===== src/rtl/div_ctrl_if.sv =====
// Handshake bundle between the divide sequencer and the shared iterative divider.
// The master side launches operands and accepts results; the slave side is the divider.
interface div_ctrl_if #(
  parameter int DATA_WD = 32
);

  // launch channel: sequencer -> divider
  logic               div_in_valid;
  logic               div_in_signed;
  logic [DATA_WD-1:0] div_in_dividend;
  logic [DATA_WD-1:0] div_in_divisor;
  logic               div_in_ready;

  // result channel: divider -> sequencer
  logic               div_out_valid;
  logic [DATA_WD-1:0] div_out_quot;
  logic [DATA_WD-1:0] div_out_rem;
  logic               div_out_ready;

  modport master (
    output div_in_valid,
    output div_in_signed,
    output div_in_dividend,
    output div_in_divisor,
    input  div_in_ready,
    input  div_out_valid,
    input  div_out_quot,
    input  div_out_rem,
    output div_out_ready
  );

  modport slave (
    input  div_in_valid,
    input  div_in_signed,
    input  div_in_dividend,
    input  div_in_divisor,
    output div_in_ready,
    output div_out_valid,
    output div_out_quot,
    output div_out_rem,
    input  div_out_ready
  );

endinterface


===== src/rtl/div_ctrl.sv =====
// Sequencer between the EXE stage and the shared iterative divider.
// One divide is launched per DIV/DIVU resident in EXE; EXE is held until the result
// is back, HI/LO are written only when the instruction actually leaves EXE, and a
// divide killed by a flush is drained so its stale result never reaches HI/LO.
module div_ctrl #(
  parameter int DATA_WD     = 32,
  parameter bit ZERO_BYPASS = 1'b1
) (
  input  logic               clk,
  input  logic               resetn,

  // EXE stage side
  input  logic               es_div_req,
  input  logic               es_div_signed,
  input  logic [DATA_WD-1:0] es_dividend,
  input  logic [DATA_WD-1:0] es_divisor,
  input  logic               es_leave,
  input  logic               flush,
  output logic               div_ready_go,
  output logic               div_busy,

  // HI/LO write port
  output logic               hi_we,
  output logic               lo_we,
  output logic [DATA_WD-1:0] hi_wdata,
  output logic [DATA_WD-1:0] lo_wdata,

  // divider side
  div_ctrl_if.master         div_bus
);

  typedef enum logic [2:0] {
    S_IDLE,
    S_ISSUE,
    S_WAIT,
    S_DONE,
    S_DRAIN
  } state_t;

  state_t             state;
  state_t             state_nxt;

  logic               op_signed;
  logic [DATA_WD-1:0] op_dividend;
  logic [DATA_WD-1:0] op_divisor;
  logic [DATA_WD-1:0] res_quot;
  logic [DATA_WD-1:0] res_rem;

  logic               latch_ops;
  logic               bypass_hit;
  logic               capture_res;
  logic               commit;
  logic               divisor_zero;

  // divisor==0 only short-circuits the divider when the bypass is built in
  assign divisor_zero = ZERO_BYPASS && (es_divisor == '0);

  // next-state decode; flush always wins over a pending leave or result
  always_comb begin
    state_nxt   = state;
    latch_ops   = 1'b0;
    bypass_hit  = 1'b0;
    capture_res = 1'b0;
    commit      = 1'b0;
    case (state)
      S_IDLE: begin
        if (es_div_req && !flush) begin
          latch_ops = 1'b1;
          if (divisor_zero) begin
            bypass_hit = 1'b1;
            state_nxt  = S_DONE;
          end else begin
            state_nxt  = S_ISSUE;
          end
        end
      end
      S_ISSUE: begin
        if (div_bus.div_in_ready) begin
          state_nxt = flush ? S_DRAIN : S_WAIT;
        end else if (flush) begin
          state_nxt = S_IDLE;
        end
      end
      S_WAIT: begin
        if (div_bus.div_out_valid) begin
          if (flush) begin
            state_nxt = S_IDLE;
          end else begin
            capture_res = 1'b1;
            state_nxt   = S_DONE;
          end
        end else if (flush) begin
          state_nxt = S_DRAIN;
        end
      end
      S_DONE: begin
        if (flush) begin
          state_nxt = S_IDLE;
        end else if (es_leave) begin
          commit    = 1'b1;
          state_nxt = S_IDLE;
        end
      end
      S_DRAIN: begin
        if (div_bus.div_out_valid) begin
          state_nxt = S_IDLE;
        end
      end
      default: begin
        state_nxt = S_IDLE;
      end
    endcase
  end

  // state register
  always_ff @(posedge clk or negedge resetn) begin
    if (!resetn) begin
      state <= S_IDLE;
    end else begin
      state <= state_nxt;
    end
  end

  // operand latch: held stable for the whole launch so the divider sees one value
  always_ff @(posedge clk or negedge resetn) begin
    if (!resetn) begin
      op_signed   <= 1'b0;
      op_dividend <= '0;
      op_divisor  <= '0;
    end else if (latch_ops) begin
      op_signed   <= es_div_signed;
      op_dividend <= es_dividend;
      op_divisor  <= es_divisor;
    end
  end

  // result latch: loaded by the zero-divisor bypass or by an accepted divider result
  always_ff @(posedge clk or negedge resetn) begin
    if (!resetn) begin
      res_quot <= '0;
      res_rem  <= '0;
    end else if (bypass_hit) begin
      res_quot <= {DATA_WD{1'b1}};
      res_rem  <= es_dividend;
    end else if (capture_res) begin
      res_quot <= div_bus.div_out_quot;
      res_rem  <= div_bus.div_out_rem;
    end
  end

  assign div_bus.div_in_valid    = (state == S_ISSUE);
  assign div_bus.div_in_signed   = op_signed;
  assign div_bus.div_in_dividend = op_dividend;
  assign div_bus.div_in_divisor  = op_divisor;
  assign div_bus.div_out_ready   = (state == S_WAIT) || (state == S_DRAIN);

  assign div_ready_go = (state == S_DONE);
  assign div_busy     = (state != S_IDLE);

  assign hi_we    = commit;
  assign lo_we    = commit;
  assign hi_wdata = res_rem;
  assign lo_wdata = res_quot;

endmodule

===== src/flat_wrapper.sv =====
// flat-port wrapper written by rule: the top's interface ports become plain ports
module div_ctrl_flat 
#(
  parameter int DATA_WD     = 32,
  parameter bit ZERO_BYPASS = 1'b1
)
  (clk, resetn, es_div_req, es_div_signed, es_dividend, es_divisor, es_leave, flush, div_ready_go, div_busy, hi_we, lo_we, hi_wdata, lo_wdata, div_bus_div_in_valid, div_bus_div_in_signed, div_bus_div_in_dividend, div_bus_div_in_divisor, div_bus_div_in_ready, div_bus_div_out_valid, div_bus_div_out_quot, div_bus_div_out_rem, div_bus_div_out_ready);
  div_ctrl_if #(.DATA_WD(DATA_WD)) div_bus_i ();
  input  logic clk;
  input  logic resetn;
  input  logic es_div_req;
  input  logic es_div_signed;
  input  logic [DATA_WD-1:0] es_dividend;
  input  logic [DATA_WD-1:0] es_divisor;
  input  logic es_leave;
  input  logic flush;
  output logic div_ready_go;
  output logic div_busy;
  output logic hi_we;
  output logic lo_we;
  output logic [DATA_WD-1:0] hi_wdata;
  output logic [DATA_WD-1:0] lo_wdata;
  output wire logic [$bits(div_bus_i.div_in_valid)-1:0] div_bus_div_in_valid;
  output wire logic [$bits(div_bus_i.div_in_signed)-1:0] div_bus_div_in_signed;
  output wire logic [$bits(div_bus_i.div_in_dividend)-1:0] div_bus_div_in_dividend;
  output wire logic [$bits(div_bus_i.div_in_divisor)-1:0] div_bus_div_in_divisor;
  input wire logic [$bits(div_bus_i.div_in_ready)-1:0] div_bus_div_in_ready;
  input wire logic [$bits(div_bus_i.div_out_valid)-1:0] div_bus_div_out_valid;
  input wire logic [$bits(div_bus_i.div_out_quot)-1:0] div_bus_div_out_quot;
  input wire logic [$bits(div_bus_i.div_out_rem)-1:0] div_bus_div_out_rem;
  output wire logic [$bits(div_bus_i.div_out_ready)-1:0] div_bus_div_out_ready;
  assign div_bus_div_in_valid = div_bus_i.div_in_valid;
  assign div_bus_div_in_signed = div_bus_i.div_in_signed;
  assign div_bus_div_in_dividend = div_bus_i.div_in_dividend;
  assign div_bus_div_in_divisor = div_bus_i.div_in_divisor;
  assign div_bus_i.div_in_ready = div_bus_div_in_ready;
  assign div_bus_i.div_out_valid = div_bus_div_out_valid;
  assign div_bus_i.div_out_quot = div_bus_div_out_quot;
  assign div_bus_i.div_out_rem = div_bus_div_out_rem;
  assign div_bus_div_out_ready = div_bus_i.div_out_ready;
  div_ctrl #(.DATA_WD(DATA_WD), .ZERO_BYPASS(ZERO_BYPASS)) u_core (.clk(clk), .resetn(resetn), .es_div_req(es_div_req), .es_div_signed(es_div_signed), .es_dividend(es_dividend), .es_divisor(es_divisor), .es_leave(es_leave), .flush(flush), .div_ready_go(div_ready_go), .div_busy(div_busy), .hi_we(hi_we), .lo_we(lo_we), .hi_wdata(hi_wdata), .lo_wdata(lo_wdata), .div_bus(div_bus_i));
endmodule

===== config.mk =====
export PLATFORM = sky130hd
export DESIGN_NAME = div_ctrl_flat
export DESIGN_NICKNAME = d
export VERILOG_FILES = /design/src/rtl/div_ctrl_if.sv /design/src/rtl/div_ctrl.sv /design/src/flat_wrapper.sv
export SDC_FILE = /design/constraint.sdc
export NUM_CORES = 1
export LEC_CHECK = 0
export BUFFER_PORTS_ARGS = -buffer_cell sky130_fd_sc_hd__buf_2
export CAP_MARGIN = 20
export CORE_UTILIZATION = 49
export DETAILED_ROUTE_END_ITERATION = 10
export HOLD_SLACK_MARGIN = 0.03
export PLACE_DENSITY = 0.85
export SETUP_SLACK_MARGIN = 0.1
export SYNTH_ARGS = -nofsm -noshare
export SYNTH_HDL_FRONTEND = slang
export SYNTH_SLANG_ARGS = --single-unit

===== constraint.sdc =====
create_clock -name clk -period 4.4 [get_ports clk]
set_input_delay 0.66 -clock clk [delete_from_list [all_inputs] [get_ports clk]]
set_output_delay 0.66 -clock clk [all_outputs]
set_load 0.02 [all_outputs]

==> results.json, run 1 <==
{
  "run_status": "completed",
  "postLayoutSetupSlackWorst_ps": 1990,
  "drt_iter0_markers": 321,
  "crit_arrival_ps": 2840,
  "rsz0062_at_grt": "false",
  "worst_pin_slew_ps": 971,
  "start_util_pct": 50.4,
  "powerDensity_nw_per_um2": 624,
  "via_per_inst": 5.08,
  "synth_fp_nets": 702,
  "hold_buffers": 0,
  "final_max_slew_viol_count": 0,
  "hpwl_um": 10700,
  "cpLargestDelayFamily": "simple AND/OR/NAND/NOR gates",
  "detail-route-antenna-nets": 0,
  "fmax_mhz": 416,
  "cts_buffers": 17,
  "syn_area_per_cell_um2": 9.65,
  "fillerInstances": 872,
  "boundaryPins": 271,
  "clk_pin_slew_worst_paths_ps": 60,
  "placed_cell_area_um2": 6860,
  "drive_gt1_share_pct": 39.4,
  "cpPeakStageDelay_ps": 870,
  "final_area_um2": 7410,
  "cts_buffer_depth": 2,
  "worst_setup_path_start_kind": "register",
  "ys_seq_elements": 132,
  "yosys.area.top_type": "dfrtp_1",
  "maxCapViolCount": 0,
  "cts_sinks": 132,
  "cts_tree": "built",
  "r2r_start": "u_core.state[0]$_DFFE_PN0P_",
  "rrSetupSlack_ps": 1990,
  "max_slew_margin_pct": 35.3,
  "fin_crit_sh_pct": 54.7,
  "grt_pass1_vias": 4745,
  "tns_ps": 0,
  "end_kind": "register",
  "synth_cells": 566,
  "die_h_um": 108,
  "grt_max_degree": 133,
  "grt_use_total_pct": 27.1,
  "first_pass_iters": 5,
  "crit_path_max_fanout": 28,
  "final_cell_mix": "buf_2, nand2_1, dfrtp_1",
  "fin_skew_ps": 8.73,
  "yosysTopAreaCellShare_pct": 60.5,
  "yosys_warnings": 0,
  "finalHoldViolations": 0,
  "cts_resized": 0,
  "vias": 4967,
  "p_leak_nw": 4.26,
  "worstPathRequired_ps": 4830,
  "post_synth_num_cell_types": 29,
  "critPathLaunch": "u_core.state[0]$_DFFE_PN0P_",
  "port_buffers": 270,
  "ir_worst_vdd_v": 0.000409,
  "yosys-top-cells-area": "dfrtp_1, nand2_1, a221o_1, mux2_2, nand3_1",
  "core-area_um2": 10800,
  "fp.dieW_um": 108,
  "synth_enable_flop_cells": 0,
  "ys_seq_area_share_pct": 60.5,
  "async_flop_share_pct": 100,
  "cp_num_buf_inv": 0,
  "synth_area_um2": 5460,
  "dieArea_um2": 11600,
  "cts.htree.levels": 4,
  "post_cts_buffers": 0,
  "wl_per_cell_um": 15.6,
  "clock_latency_ps": 500,
  "diodes": 0,
  "layout_commonest_cell": "buf_2",
  "fin_crit_ps": 2410,
  "drc_errors": 0,
  "grt_first_pass_wirelength_um": 23700,
  "setup_viol": 0,
  "placementRows": 38,
  "path_class": "register to register",
  "hold_class": "input port to asynchronous set/reset pin",
  "pre_cts_ws_ps": 1740,
  "routed_wl_um": 15200,
  "synth_flop_cell": "dfrtp_1",
  "grt_overflow_total": 0,
  "antenna_found_initial": 0,
  "critPathSlowestCell": "and3_1",
  "gp_congestion": 0.821,
  "finalNetCount": 960,
  "crit_chain": "nor2_1, and3_4, and3_1, a221o_1",
  "ctsRootBufferMaster": "clkbuf_8",
  "area_growth_pct": 35.6
}
==> layer usage <==
metal  vias up  global-route usage (%)  routed length, um
li1       2367                       -                  -
met1      2369                    32.4               6110
met2       206                    45.9               7610
met3        25                    8.11               1180
met4         0                    10.1                293
met5         -                       0                  0
==> cell families (layout without fill, tap and decap cells) <==
kind of cell / Yosys count / in the layout / share of synthesized area, %
AO/OA/AOI/OAI: 30 / 30 / 5.11
XOR/XNOR: 1 / 1 / 0.160
buffers and inverters: 38 / 309 / 3.73
flip-flops: 132 / 132 / 60.5
multiplexers: 17 / 17 / 3.48
AND/OR/NAND/NOR: 348 / 348 / 27.1
==> through the flow <==
step	instances	power, mW	hold WS (ps)	utilization (%)
after floorplan	566	2.73	364	-
after global placement	944	3.31	452	63.2
after detailed placement	945	3.36	456	63.3
after CTS	977	4.67	286	68.4
after global routing	977	4.88	298	68.4
final	977	4.63	244	68.4
==> layout make-up <==
class / instances / area (um^2) / area share (%)
multi-input combinational: 396 / 1970 / 26.5
clock buffer: 18 / 418 / 5.64
inverter: 1 / 3.75 / 0.0507
tap: 140 / 175 / 2.36
sequential: 132 / 3300 / 44.6
timing repair buffer: 276 / 1420 / 19.1
clock inverter: 14 / 128 / 1.72
==> path summary, 6_finish.rpt <==
path,endpoint,depth (start not counted)
setup reg to reg,u_core.hi_wdata[17]$_DFFE_PN0P_,4
min in group clk,u_core.div_bus.div_in_signed$_DFFE_PN0P_,3
hold reg to reg,u_core.div_bus.div_in_dividend[20]$_DFFE_PN0P_,2
max in group asynchronous,u_core.hi_wdata[26]$_DFFE_PN0P_,2
setup / recovery,u_core.hi_wdata[17]$_DFFE_PN0P_,4
hold / removal,u_core.div_bus.div_in_divisor[19]$_DFFE_PN0P_,2
==> flip-flops by register name (all words and copies together), names as in the netlist <==
name,count
u_core.div_bus.div_in_dividend,32
u_core.div_bus.div_in_divisor,32
u_core.div_bus.div_in_signed,1
u_core.hi_wdata,32
u_core.lo_wdata,32
u_core.state,3
==> cell usage after synthesis (2+ instances only) <==
| library cell | number |
|---|---|
| nor3_1 | 3 |
| o21ai_0 | 3 |
| and4_1 | 2 |
| buf_4 | 2 |
| and3_1 | 3 |
| buf_2 | 19 |
| nand2_1 | 262 |
| dfrtp_1 | 132 |
| and2_1 | 24 |
| mux2_2 | 16 |
| a221o_1 | 24 |
| clkbuf_1 | 12 |
| buf_6 | 4 |
| nor2_1 | 5 |
| nor4_1 | 8 |
| nand3_1 | 34 |
==> power by group <==
| group | switching (mW) | total, mW | internal (mW) |
|---|---|---|---|
| Combinational | 0.964 | 1.52 | 0.553 |
| Sequential | 0.218 | 1.83 | 1.61 |
| Clock | 0.531 | 1.28 | 0.752 |
| Total | 1.71 | 4.63 | 2.91 |
(Power assumes the default switching activity.)
==> inputs of run 2 (changes only) <==
Settings changed: CORE_UTILIZATION 49 to 41, PLACE_DENSITY 0.85 to 0.76.
Clock period 4.4 ns to 2 ns, I/O delays scaled along.
==> results.json, run 2 (synthesis results as in run 1) <==
{
  "drive_gt1_share_pct": 40.2,
  "drc_errors": 0,
  "finalHoldViolations": 0,
  "p_total_mw": 10.4,
  "rsz0062_at_grt": "true",
  "reg2reg_depth": 4,
  "grt_overflow_total": 0,
  "finalNetCount": 974,
  "grt_use_total_pct": 23.7,
  "grt_max_degree": 51,
  "hold_depth": 3,
  "diodes": 0,
  "boundaryPins": 271,
  "p_int_mw": 6.76,
  "power_frac_seq_pct": 38.5,
  "via_per_inst": 4.86,
  "worstPathRequired_ps": 1700,
  "first_pass_iters": 4,
  "netSwitchingFraction_pct": 35.3,
  "pwr-share-comb_pct": 32.2,
  "ctsRootBufferMaster": "clkbuf_16",
  "hpwl_um": 11500,
  "worst_pin_slew_ps": 485,
  "final_max_slew_viol_count": 0,
  "antenna_found_initial": 0,
  "maxCapViolCount": 0,
  "fin_crit_ps": 1820,
  "fin_skew_ps": 8.84,
  "grt_first_pass_wirelength_um": 25400,
  "cts.htree.levels": 4,
  "final_cell_mix": "buf_2, nand2_1, dfrtp_1",
  "cts_buffers": 17,
  "fmax_mhz": 549,
  "end_kind": "output pin",
  "clk_pin_slew_worst_paths_ps": 50,
  "cts_tree": "built",
  "start_util_pct": 42.6,
  "ir_worst_vdd_v": 0.000785,
  "setup_viol": 0,
  "clock_latency_ps": 410,
  "port_buffers": 270,
  "grt_pass1_vias": 4966,
  "powerDensity_nw_per_um2": 1360,
  "area_growth_pct": 40.3,
  "path_class": "register to output pin",
  "max_slew_margin_pct": 67.7,
  "routed_wl_um": 15700,
  "crit_path_max_fanout": 8,
  "cts_buffer_depth": 2,
  "die_h_um": 117,
  "power.share.clock_pct": 29.3,
  "gp_congestion": 0.835,
  "vias": 4970,
  "placementRows": 41,
  "hold_class": "input port to register",
  "run_status": "completed",
  "p_leak_nw": 4.38,
  "fp.dieW_um": 117,
  "detail-route-antenna-nets": 0,
  "wl_per_cell_um": 15.4,
  "core-area_um2": 12800,
  "crit_arrival_ps": 1520,
  "layout_commonest_cell": "buf_2",
  "fin_crit_sh_pct": 91.1,
  "worst_setup_path_start_kind": "register",
  "switchingPower_mw": 3.68,
  "dieArea_um2": 13800,
  "tns_ps": 0,
  "drt_iter0_markers": 308,
  "cts_sinks": 132
}
==> run 2: cell count changes in the layout (fill, tap and decap cells not counted), sizes merged, moves of 2 or more <==
cell	delta
inv	-3
clkinvlp	-4
clkbuf	+3
buf	+13
bufinv	+2
==> run 2: worst paths after layout <==
check / from / end / slack [ps]
min in group asynchronous: resetn / u_core.hi_wdata[27]$_DFFE_PN0P_ / 400
worst max-delay path: u_core.state[0]$_DFFE_PN0P_ / div_busy / 180
worst max register to register: u_core.state[1]$_DFFE_PN0P_ / u_core.hi_wdata[0]$_DFFE_PN0P_ / 190
worst min register to register: u_core.div_bus.div_in_divisor[19]$_DFFE_PN0P_ / u_core.div_bus.div_in_divisor[19]$_DFFE_PN0P_ / 460
max in group asynchronous: resetn / u_core.state[1]$_DFFE_PN0P_ / 990
worst min-delay path: es_div_signed / u_core.div_bus.div_in_signed$_DFFE_PN0P_ / 80
==> run 2: repair_timing <==
item                                    in CTS  in global routing
hold buffers                                 1                  0
hold endpoints to repair                    47                  0
endpoints found under the setup margin       0                 26
setup buffers                                0                  0
gates resized for setup                      0                  2
==> run 2: layer usage <==
layer  GRT usage, %  routed length, um  share of wire (%)  up-vias
met4           8.36                282                1.8        0
met5              0                  0                  0        -
met2           39.5               7800                 50      202
met1           28.7               6580                 42     2346
li1               -                  -                  -     2396
met3           7.68               1030                6.6       26
==> run 2: power groups by stage <==
stage | registers, mW | clock network, mW | logic (mW)
2_1_floorplan | 5.09 | 0 | 0.920
3_5_place_dp | 4.03 | 0 | 3.40
6_report | 4.02 | 3.06 | 3.36
5_1_grt | 4.12 | 3.23 | 3.63
3_3_place_gp | 4.01 | 0 | 3.33
4_1_cts | 4.02 | 3.11 | 3.41
==> run 2: metrics by stage <==
step | area (um^2) | hold WS (ps) | worst slack (ps) | cells | utilization (%)
6_report | 7660 | 82.1 | 179 | 1022 | 59.8
5_1_grt | 7660 | 81.5 | 86.0 | 1022 | 59.8
4_1_cts | 7660 | 61.8 | 124 | 1022 | 59.7
3_5_place_dp | 7060 | 281 | 93.3 | 990 | 55.1
3_3_place_gp | 7060 | 280 | 136 | 990 | 55.1
2_1_floorplan | 5460 | 4.41 | 289 | 566 | -
==> run 2: critical path, stage by stage, from the launching register on <==
cell,delay [ps]
dfrtp_1,410
buf_4,180
or3_1,360
buf_2,170
==> run 2: cell type report <==
cell class | count | area [um^2]
Clock inverter | 10 | 133
Sequential cell | 132 | 3300
Multi-Input combinational cell | 396 | 1970
Timing Repair Buffer | 290 | 1590
Inverter | 1 | 3.75
Tap cell | 172 | 215
Clock buffer | 21 | 450
Fill cell | 1121 | 5160
